## src/rtl/alu_muldiv.sv

```systemverilog
// Single-issue ALU with multiply and optional multi-cycle restoring divider.
// Define ALU_MULDIV_DIV_EN to build the divider; otherwise ops 20-23 report illegal.
module alu_muldiv #(
   parameter int DATA_WIDTH = 32
) (
   input  logic                  clk_i,
   input  logic                  rst_ni,
   input  logic                  valid_i,
   output logic                  ready_o,
   input  logic [4:0]            op_i,
   input  logic [DATA_WIDTH-1:0] op1_i,
   input  logic [DATA_WIDTH-1:0] op2_i,
   output logic                  valid_o,
   input  logic                  ready_i,
   output logic [DATA_WIDTH-1:0] result_o,
   output logic                  cmp_o,
   output logic                  illegal_o
);

   localparam int W   = DATA_WIDTH;
   localparam int SHW = $clog2(W);
   localparam int CW  = SHW + 1;

   // Handshake: a request is taken on a rising edge with valid_i && ready_o;
   // a result leaves on a rising edge with valid_o && ready_i.
   typedef enum logic [1:0] {IDLE, CALC, DONE} state_e;

   state_e         state_q, state_d;
   logic [W-1:0]   result_q, result_d;
   logic           cmp_q, cmp_d, illegal_q, illegal_d;
   logic           accept, div_start, div_done;
   logic [W-1:0]   alu_res;
   logic           alu_cmp, alu_ill;
   logic [SHW-1:0] shamt;
   logic [2*W-1:0] mul_a, mul_b, prod;

`ifdef ALU_MULDIV_DIV_EN
   localparam logic [W-1:0] MIN_NEG = {1'b1, {(W-1){1'b0}}};
   logic [W-1:0]  rem_q, rem_d, quo_q, quo_d, dvs_q, dvs_d;
   logic [CW-1:0] cnt_q, cnt_d;
   logic          neg_quo_q, neg_quo_d, neg_rem_q, neg_rem_d, is_rem_q, is_rem_d;
   logic [W:0]    rem_sh, trial;
   logic          div_sgn;
`endif

   assign accept = valid_i && (state_q == IDLE);
   assign shamt  = op2_i[SHW-1:0];

   always_comb begin
      mul_a = {{W{(op_i == 5'd17 || op_i == 5'd18) && op1_i[W-1]}}, op1_i};
      mul_b = {{W{(op_i == 5'd17) && op2_i[W-1]}}, op2_i};
      prod  = mul_a * mul_b;
   end

   always_comb begin
      alu_res   = '0;
      alu_cmp   = 1'b0;
      alu_ill   = 1'b0;
      div_start = 1'b0;
      case (op_i)
         5'd0:  alu_res = op1_i + op2_i;
         5'd1:  alu_res = op1_i - op2_i;
         5'd2:  alu_res = op1_i & op2_i;
         5'd3:  alu_res = op1_i | op2_i;
         5'd4:  alu_res = op1_i ^ op2_i;
         5'd5:  alu_res = {{(W-1){1'b0}}, $signed(op1_i) < $signed(op2_i)};
         5'd6:  alu_res = {{(W-1){1'b0}}, op1_i < op2_i};
         5'd7:  alu_res = op1_i << shamt;
         5'd8:  alu_res = op1_i >> shamt;
         5'd9:  alu_res = $signed(op1_i) >>> shamt;
         5'd10: alu_cmp = op1_i == op2_i;
         5'd11: alu_cmp = op1_i != op2_i;
         5'd12: alu_cmp = $signed(op1_i) < $signed(op2_i);
         5'd13: alu_cmp = $signed(op1_i) >= $signed(op2_i);
         5'd14: alu_cmp = op1_i < op2_i;
         5'd15: alu_cmp = op1_i >= op2_i;
         5'd16: alu_res = prod[W-1:0];
         5'd17, 5'd18, 5'd19: alu_res = prod[2*W-1:W];
`ifdef ALU_MULDIV_DIV_EN
         5'd20, 5'd21, 5'd22, 5'd23: begin
            // Zero divisor and signed overflow finish in one cycle without the divider.
            if (op2_i == '0)
               alu_res = op_i[1] ? op1_i : '1;
            else if (!op_i[0] && op1_i == MIN_NEG && op2_i == '1)
               alu_res = op_i[1] ? '0 : op1_i;
            else
               div_start = 1'b1;
         end
`endif
         default: alu_ill = 1'b1;
      endcase
   end

`ifdef ALU_MULDIV_DIV_EN
   assign div_done = (state_q == CALC) && (cnt_q == CW'(W));
   assign div_sgn  = !op_i[0];
   assign rem_sh   = {rem_q, quo_q[W-1]};
   assign trial    = rem_sh - {1'b0, dvs_q};
`else
   assign div_done = 1'b0;
`endif

   always_ff @(posedge clk_i) begin
      if (!rst_ni) begin
         state_q   <= IDLE;
         result_q  <= '0;
         cmp_q     <= 1'b0;
         illegal_q <= 1'b0;
`ifdef ALU_MULDIV_DIV_EN
         rem_q     <= '0;
         quo_q     <= '0;
         dvs_q     <= '0;
         cnt_q     <= '0;
         neg_quo_q <= 1'b0;
         neg_rem_q <= 1'b0;
         is_rem_q  <= 1'b0;
`endif
      end else begin
         state_q   <= state_d;
         result_q  <= result_d;
         cmp_q     <= cmp_d;
         illegal_q <= illegal_d;
`ifdef ALU_MULDIV_DIV_EN
         rem_q     <= rem_d;
         quo_q     <= quo_d;
         dvs_q     <= dvs_d;
         cnt_q     <= cnt_d;
         neg_quo_q <= neg_quo_d;
         neg_rem_q <= neg_rem_d;
         is_rem_q  <= is_rem_d;
`endif
      end
   end

   always_comb begin
      state_d = state_q;
      case (state_q)
         IDLE:    if (accept) state_d = div_start ? CALC : DONE;
         CALC:    if (div_done) state_d = DONE;
         DONE:    if (ready_i) state_d = IDLE;
         default: state_d = IDLE;
      endcase
   end

   always_comb begin
      result_d  = result_q;
      cmp_d     = cmp_q;
      illegal_d = illegal_q;
`ifdef ALU_MULDIV_DIV_EN
      rem_d     = rem_q;
      quo_d     = quo_q;
      dvs_d     = dvs_q;
      cnt_d     = cnt_q;
      neg_quo_d = neg_quo_q;
      neg_rem_d = neg_rem_q;
      is_rem_d  = is_rem_q;
`endif
      if (accept) begin
         result_d  = alu_res;
         cmp_d     = alu_cmp;
         illegal_d = alu_ill;
`ifdef ALU_MULDIV_DIV_EN
         // Divide magnitudes, then fix signs: quotient truncates toward zero.
         rem_d     = '0;
         cnt_d     = '0;
         quo_d     = (div_sgn && op1_i[W-1]) ? -op1_i : op1_i;
         dvs_d     = (div_sgn && op2_i[W-1]) ? -op2_i : op2_i;
         neg_quo_d = div_sgn && (op1_i[W-1] ^ op2_i[W-1]);
         neg_rem_d = div_sgn && op1_i[W-1];
         is_rem_d  = op_i[1];
      end else if (state_q == CALC) begin
         if (div_done) begin
            if (is_rem_q) result_d = neg_rem_q ? -rem_q : rem_q;
            else          result_d = neg_quo_q ? -quo_q : quo_q;
         end else begin
            rem_d = trial[W] ? rem_sh[W-1:0] : trial[W-1:0];
            quo_d = {quo_q[W-2:0], ~trial[W]};
            cnt_d = cnt_q + CW'(1);
         end
`endif
      end
   end

   always_comb begin
      ready_o   = (state_q == IDLE);
      valid_o   = (state_q == DONE);
      result_o  = result_q;
      cmp_o     = cmp_q;
      illegal_o = illegal_q;
   end

endmodule
```

## config.mk

```make
export PLATFORM = sky130hd
export DESIGN_NAME = alu_muldiv
export DESIGN_NICKNAME = d
export VERILOG_FILES = /design/src/rtl/alu_muldiv.sv
export SDC_FILE = /design/constraint.sdc
export NUM_CORES = 2
export LEC_CHECK = 0
export CAP_MARGIN = 10
export CORE_ASPECT_RATIO = 1.1
export CORE_MARGIN = 3
export CORE_UTILIZATION = 35
export DETAILED_ROUTE_END_ITERATION = 10
export HOLD_SLACK_MARGIN = 0.03
export PLACE_DENSITY = 0.57
export SYNTH_ARGS = -nofsm -noshare
export SYNTH_HDL_FRONTEND = slang
export SYNTH_SLANG_ARGS = --single-unit
```

## constraint.sdc

```tcl
create_clock -name clk_i -period 20.3 [get_ports clk_i]
set_input_delay 6.09 -clock clk_i [delete_from_list [all_inputs] [get_ports clk_i]]
set_output_delay 6.09 -clock clk_i [all_outputs]
set_load 0.02 [all_outputs]
```

**Word-level counts from Yosys, hierarchy flattened**

Index checks and enable logic that the tools add are counted.

- Logic and storage cells: 58
- Input bits: 73
- Flip-flop bits (word level): 36
- Output and inout port bits: 36

- Reduce and logical (&&, ||, !) cells: 9
- Magnitude comparators: 4
- Multiplexer cells: 6
- Multipliers: 1
- Bitwise gates (word level): 4
- Add/sub/neg operators: 2
- Shifts and indexed selects: 3
- Equality and inequality tests: 25

Operators by type and width:

| operator | count |
|---|---|
| case mux 32 bit (12 select lines) | 1 |
| greater-or-equal comparator 32 bit | 2 |
| < comparator 32 bit | 2 |
| multiplier 33 x 33 -> 64 bit | 1 |
| equality test 5 x 4 -> 1 bit (second input constant) | 8 |
| adder 32 bit | 1 |
| AND 32 bit | 1 |
| equality test 32 bit | 1 |
| != test 32 bit | 1 |
| OR 32 bit | 1 |
| << shifter 32 x 5 -> 32 bit | 1 |
| >> shifter 32 x 5 -> 32 bit | 1 |
| >>> shifter 32 x 5 -> 32 bit | 1 |
| subtractor 32 bit | 1 |
| bitwise XOR 32 bit | 1 |
| equality test 5 x 3 -> 1 bit (second input constant) | 4 |
| equality test 5 bit (second input constant) | 4 |
| OR reduction 20 bit | 1 |
| equality test 5 x 2 -> 1 bit (second input constant) | 2 |
| case mux 1 bit (6 select lines) | 1 |
| case mux 2 bit (3 select lines) | 1 |
| equality test 5 x 1 -> 1 bit (second input constant) | 1 |
| zero test 5 bit | 1 |
| 2-to-1 mux 2 bit | 2 |
| 10 further kinds | 13 |

**Depth between registers and ports, before layout**

- Depth in word-level cells: 5
- Mapped depth: 36

**Least setup slack after synthesis**

No wires, ideal clock.

- Path kind: input to register
- Start point: in op_i[2]
- End point: reg result_q[28] (netlist: result_o[28])
- Setup time: 0.122 ns
- Arrival: 14.697 ns
- Path buffers: 4
- Setup slack: 5.482 ns
- Stages: 32
- Cells stage by stage: clkbuf_1 -> nor2_1 -> nand2_1 -> or2_2 -> clkbuf_1 -> nor2_1 -> clkbuf_1 -> nand2_1 -> fa_1 -> fa_1 -> inv_1 -> fa_1 -> inv_1 -> fa_1 -> inv_1 -> fa_1 -> fa_1 -> fa_1 -> inv_1 -> fa_1 -> inv_1 -> ha_1 -> clkbuf_1 -> a21oi_1 -> o21ai_0 -> and3_1 -> o311ai_0 -> nand2_1 -> a41o_1 -> nor2_1 -> xnor2_1 -> a221o_1

- Word-level cells in the longest chain between the ends: 5
- Elaborated cells on any way between the ends: 20
- Those cells by class: 1 x mul; 13 x eq/ne; 1 x mux; 5 x reduce/logical

Ends and longest elaborated chain:

| what | RTL line | text |
|---|---|---|
| start: declaration | 10 | `input logic [4:0] op_i,` |
| equality test 5 bit (on tied branches) | 50, 51, 60 |  |
| logical OR 1 bit | 50 | `mul_a = {{W{(op_i == 5'd17 \|\| op_i == 5'd18) && op1_i[W-1]}}, op1_i};` |
| logical AND 1 bit | 50 |  |
| multiplier 33 x 33 -> 64 bit | 52 | `prod = mul_a * mul_b;` |
| case mux 32 bit (12 select lines) * | 60 | `case (op_i)` |
| end signal: assignment | 120 | `result_q <= result_d;` |
| end: declaration | 29 | `logic [W-1:0] result_q, result_d;` |

Mark *: on every way between the ends. The rest lies on a longest branch, timed or not.
A chain may end at the register's enable or synchronous reset.

**Worst setup path in the final report**

- Start point: in op_i[3]
- End point: reg result_q[29] (netlist: result_o[29])

The elaborated chain is that of the path after synthesis.

==> impl_metrics.csv <==
group,metric,value,unit
yosys,yosysMostFrequentCell,"inv_1",
global_routing,antenna_found_initial,10,
placement,io_buffers,108,
sta,min_period_over_period,79.61,%
placement,place_congestion,1.050,
clock_network,cts_buffers,5,
finish,multi_input_area,40210,um^2
floorplan,die_w,355.9,um
clock_network,post_cts_resized,0,
sta,worst_pin_slew,1374,ps
critical_path,cp_data_required_time,20480,ps
sta,timing.slew.headroom,7.836,%
floorplan,start_util,35.40,%
drt,ant_nets,0,
clock_network,clk_pin_slew,70,ps
drt,drt_iter0_markers,3922,
sta,drv_slew,0,
finish,synthToLayoutAreaGrowth,6.130,%
worst_hold_path,hold_path_class,"register to register",
critical_path,r2r_setup_slack,16930,ps
clock_network,worstSkewPairLatency,310,ps
finish,drive_gt1_share,4.078,%
critical_path,crit_top_cell,"fa_1",
sta,hold_viol,0,
finish,finalNetCount,7099,
yosys,syn_area,47130,um^2
yosys,synth_ff_type,"dfxtp_1",
clock_network,ctsHoldBuffers,0,
clock_network,clock_path_buffers,2,
critical_path,crit_fanout,22,
critical_path,crit_path_end_kind,"register",
floorplan,core,133100,um^2
drt,drt-pass1-iter-count,6,
sta,clock.fmax,0.06188,GHz
critical_path,r2r-start,"state_q[1]",
yosys,avgSynthCellArea,8.254,um^2
yosys,yosys-top-cells-count,"inv_1 (1,277), fa_1 (1,127), nand2_1 (913)",
clock_network,postCtsSetupBuffers,0,
sta,finClkSkew,7.807,ps
yosys,netlist_instances,5710,
critical_path,cp-startpoint,"op_i[3]",
clock_network,cts.sinks,35,
yosys,netlist_top_cells_area,"fa_1 (48%), inv_1 (10%), ha_1 (8.2%), nand2_1 (7.3%), nor2_1 (3.9%)",
global_routing,grt_pass1_vias,43065,
critical_path,crit_slowest_cell,"fa_1",
floorplan,die_y,390.9,um
yosys,ys_seq_area_share,1.487,%
sta,period_minus_slack,16160,ps
global_routing,grt_pass1_wl,296.6,mm
drt,drc_errors,0,
sta,setup_viol,0,
global_routing,grt_usage,29.08,%
critical_path,r2r_end,"result_o[31]",
finish,fillers,13935,
yosys,synth_fp_nets,7219,
critical_path,cp-start-kind,"input pin",
yosys,ys_types,87,
critical_path,worst-setup-path-type,"input pin to register",
sta,fin_tns_setup,0,ps
yosys,synth_edf_count,0,
clock_network,cts_tree,"built",
critical_path,worstRegToRegCells,11,
finish,ff_latch_area,700.7,um^2
outcome,status,"completed",
drt,drt_wl_total,200.9,mm
sta,rsz0062_at_grt,"false",
flow_run,maxCapViolations,0,
critical_path,cpPeakStageDelay,790,ps
yosys,synth_top_cell_by_area,"fa_1",
global_routing,grt_max_degree,69,
global_routing,grt.overflow.total,0,
drt,num_vias,41164,
yosys,yosysTopAreaCellShare,47.87,%
drt,via_per_inst,5.587,
yosys,ys_ff_latch,35,
critical_path,endpoint,"result_o[29]",
yosys,synth_warnings,0,
critical_path,crit_arrival,16340,ps
floorplan,io_pins,109,
placement,dp_hpwl,159.0,mm
floorplan,dieArea,139100,um^2
yosys,synthArstFlopShare,0,%
clock_network,cts_max_level,2,
drt,routedWlPerCell,27.27,um
clock_network,cts_root_buf,"clkbuf_16",
floorplan,core.rowCount,140,
## stage by stage
step	instances	util (%)	hold WS, ps	cell area [um^2]	setup slack [ps]
detailed placement	7358	37.44	449.9	49840	3851
floorplan	5710	-	527.7	47130	5482
global placement	7358	37.44	437.9	49840	4010
finish	7368	37.57	462.0	50020	4140
global route	7366	37.57	478.8	50010	3418
CTS	7366	37.57	465.7	50010	4128
## state kept, by name, indices dropped and copies added, names as in the netlist
signal,flops
result_o,32
state_q,1
illegal_o,1
cmp_o,1
## placed cells by master (no fill, tap or decap), types with 15 or more instances in the layout
master	n
mux4_2	22
and3_1	18
o22ai_1	15
a221o_1	19
clkdlybuf4s50_1	89
inv_1	1276
o221ai_1	27
buf_4	110
a21oi_1	220
nor3_1	44
a211oi_1	43
dfxtp_1	35
nor2_1	491
and2_1	17
nand3_1	40
nor2b_1	19
a22oi_1	22
nand2_1	912
or2_2	17
mux2_2	15
xnor2_1	61
o21ai_0	149
a31oi_1	21
o2111ai_1	18
clkinv_1	19
nand2b_1	22
o211ai_1	34
mux2i_1	47
nand4_1	17
fa_1	1127
a21o_1	37
o21bai_1	20
ha_1	309
a221oi_1	35
buf_2	16
## metal layers
layer  GRT usage, %  up-vias  routed length (um)
met5              0        -                  65
met4          13.45       10               11900
met3          4.100      457               16010
met2          47.49     2044               92980
met1          38.21    21472               79960
li1               -    17181                   -
## logic make-up (layout without fill, tap and decap cells)
| family | count (synthesis) | in the layout | share of synthesized area [%] |
|---|---|---|---|
| multiplexers | 84 | 84 | 2.408 |
| AO/OA/AOI/OAI | 789 | 789 | 11.21 |
| flip-flops | 35 | 35 | 1.487 |
| XOR/XNOR | 74 | 74 | 1.375 |
| buffers and inverters | 1650 | 1531 | 13.26 |
| adder cells (fa/ha/maj) | 1436 | 1436 | 56.08 |
| other | 0 | 2 | 0 |
| AND/OR/NAND/NOR | 1642 | 1642 | 14.18 |
## worst min-delay path by stage
stage            startpoint           end  slack, ps  depth (start not counted)
3_5_place_dp    result_o[0]   result_o[0]        450                          2
6_report        result_o[2]   result_o[2]        460                          2
3_3_place_gp   result_o[17]  result_o[17]        440                          2
5_1_grt        result_o[17]  result_o[17]        480                          2
2_1_floorplan  result_o[29]  result_o[29]        530                          2
4_1_cts         result_o[2]   result_o[2]        470                          2
## area by class of cell
class	instances	share of cell area [%]
Tap cell	1775	4.440
Sequential cell	35	1.401
Clock buffer	5	0.2501
Antenna cell	2	0.01001
Clock inverter	3	0.09256
Multi-Input combinational cell	4025	80.40
Timing Repair Buffer	216	3.602
Inverter	1307	9.808
## worst max-delay path: cells and delay by family
kind                       cells  cell delay, ps
buffers and inverters          7            1960
muxes                          1             140
adders and majority gates      9            4990
and+or+nand+nor                9            2120
AOI/OAI and AO/OA              5             990
Power is not shown: default switching activity piles up to over one toggle a cycle in this logic, so the estimate is an artifact.
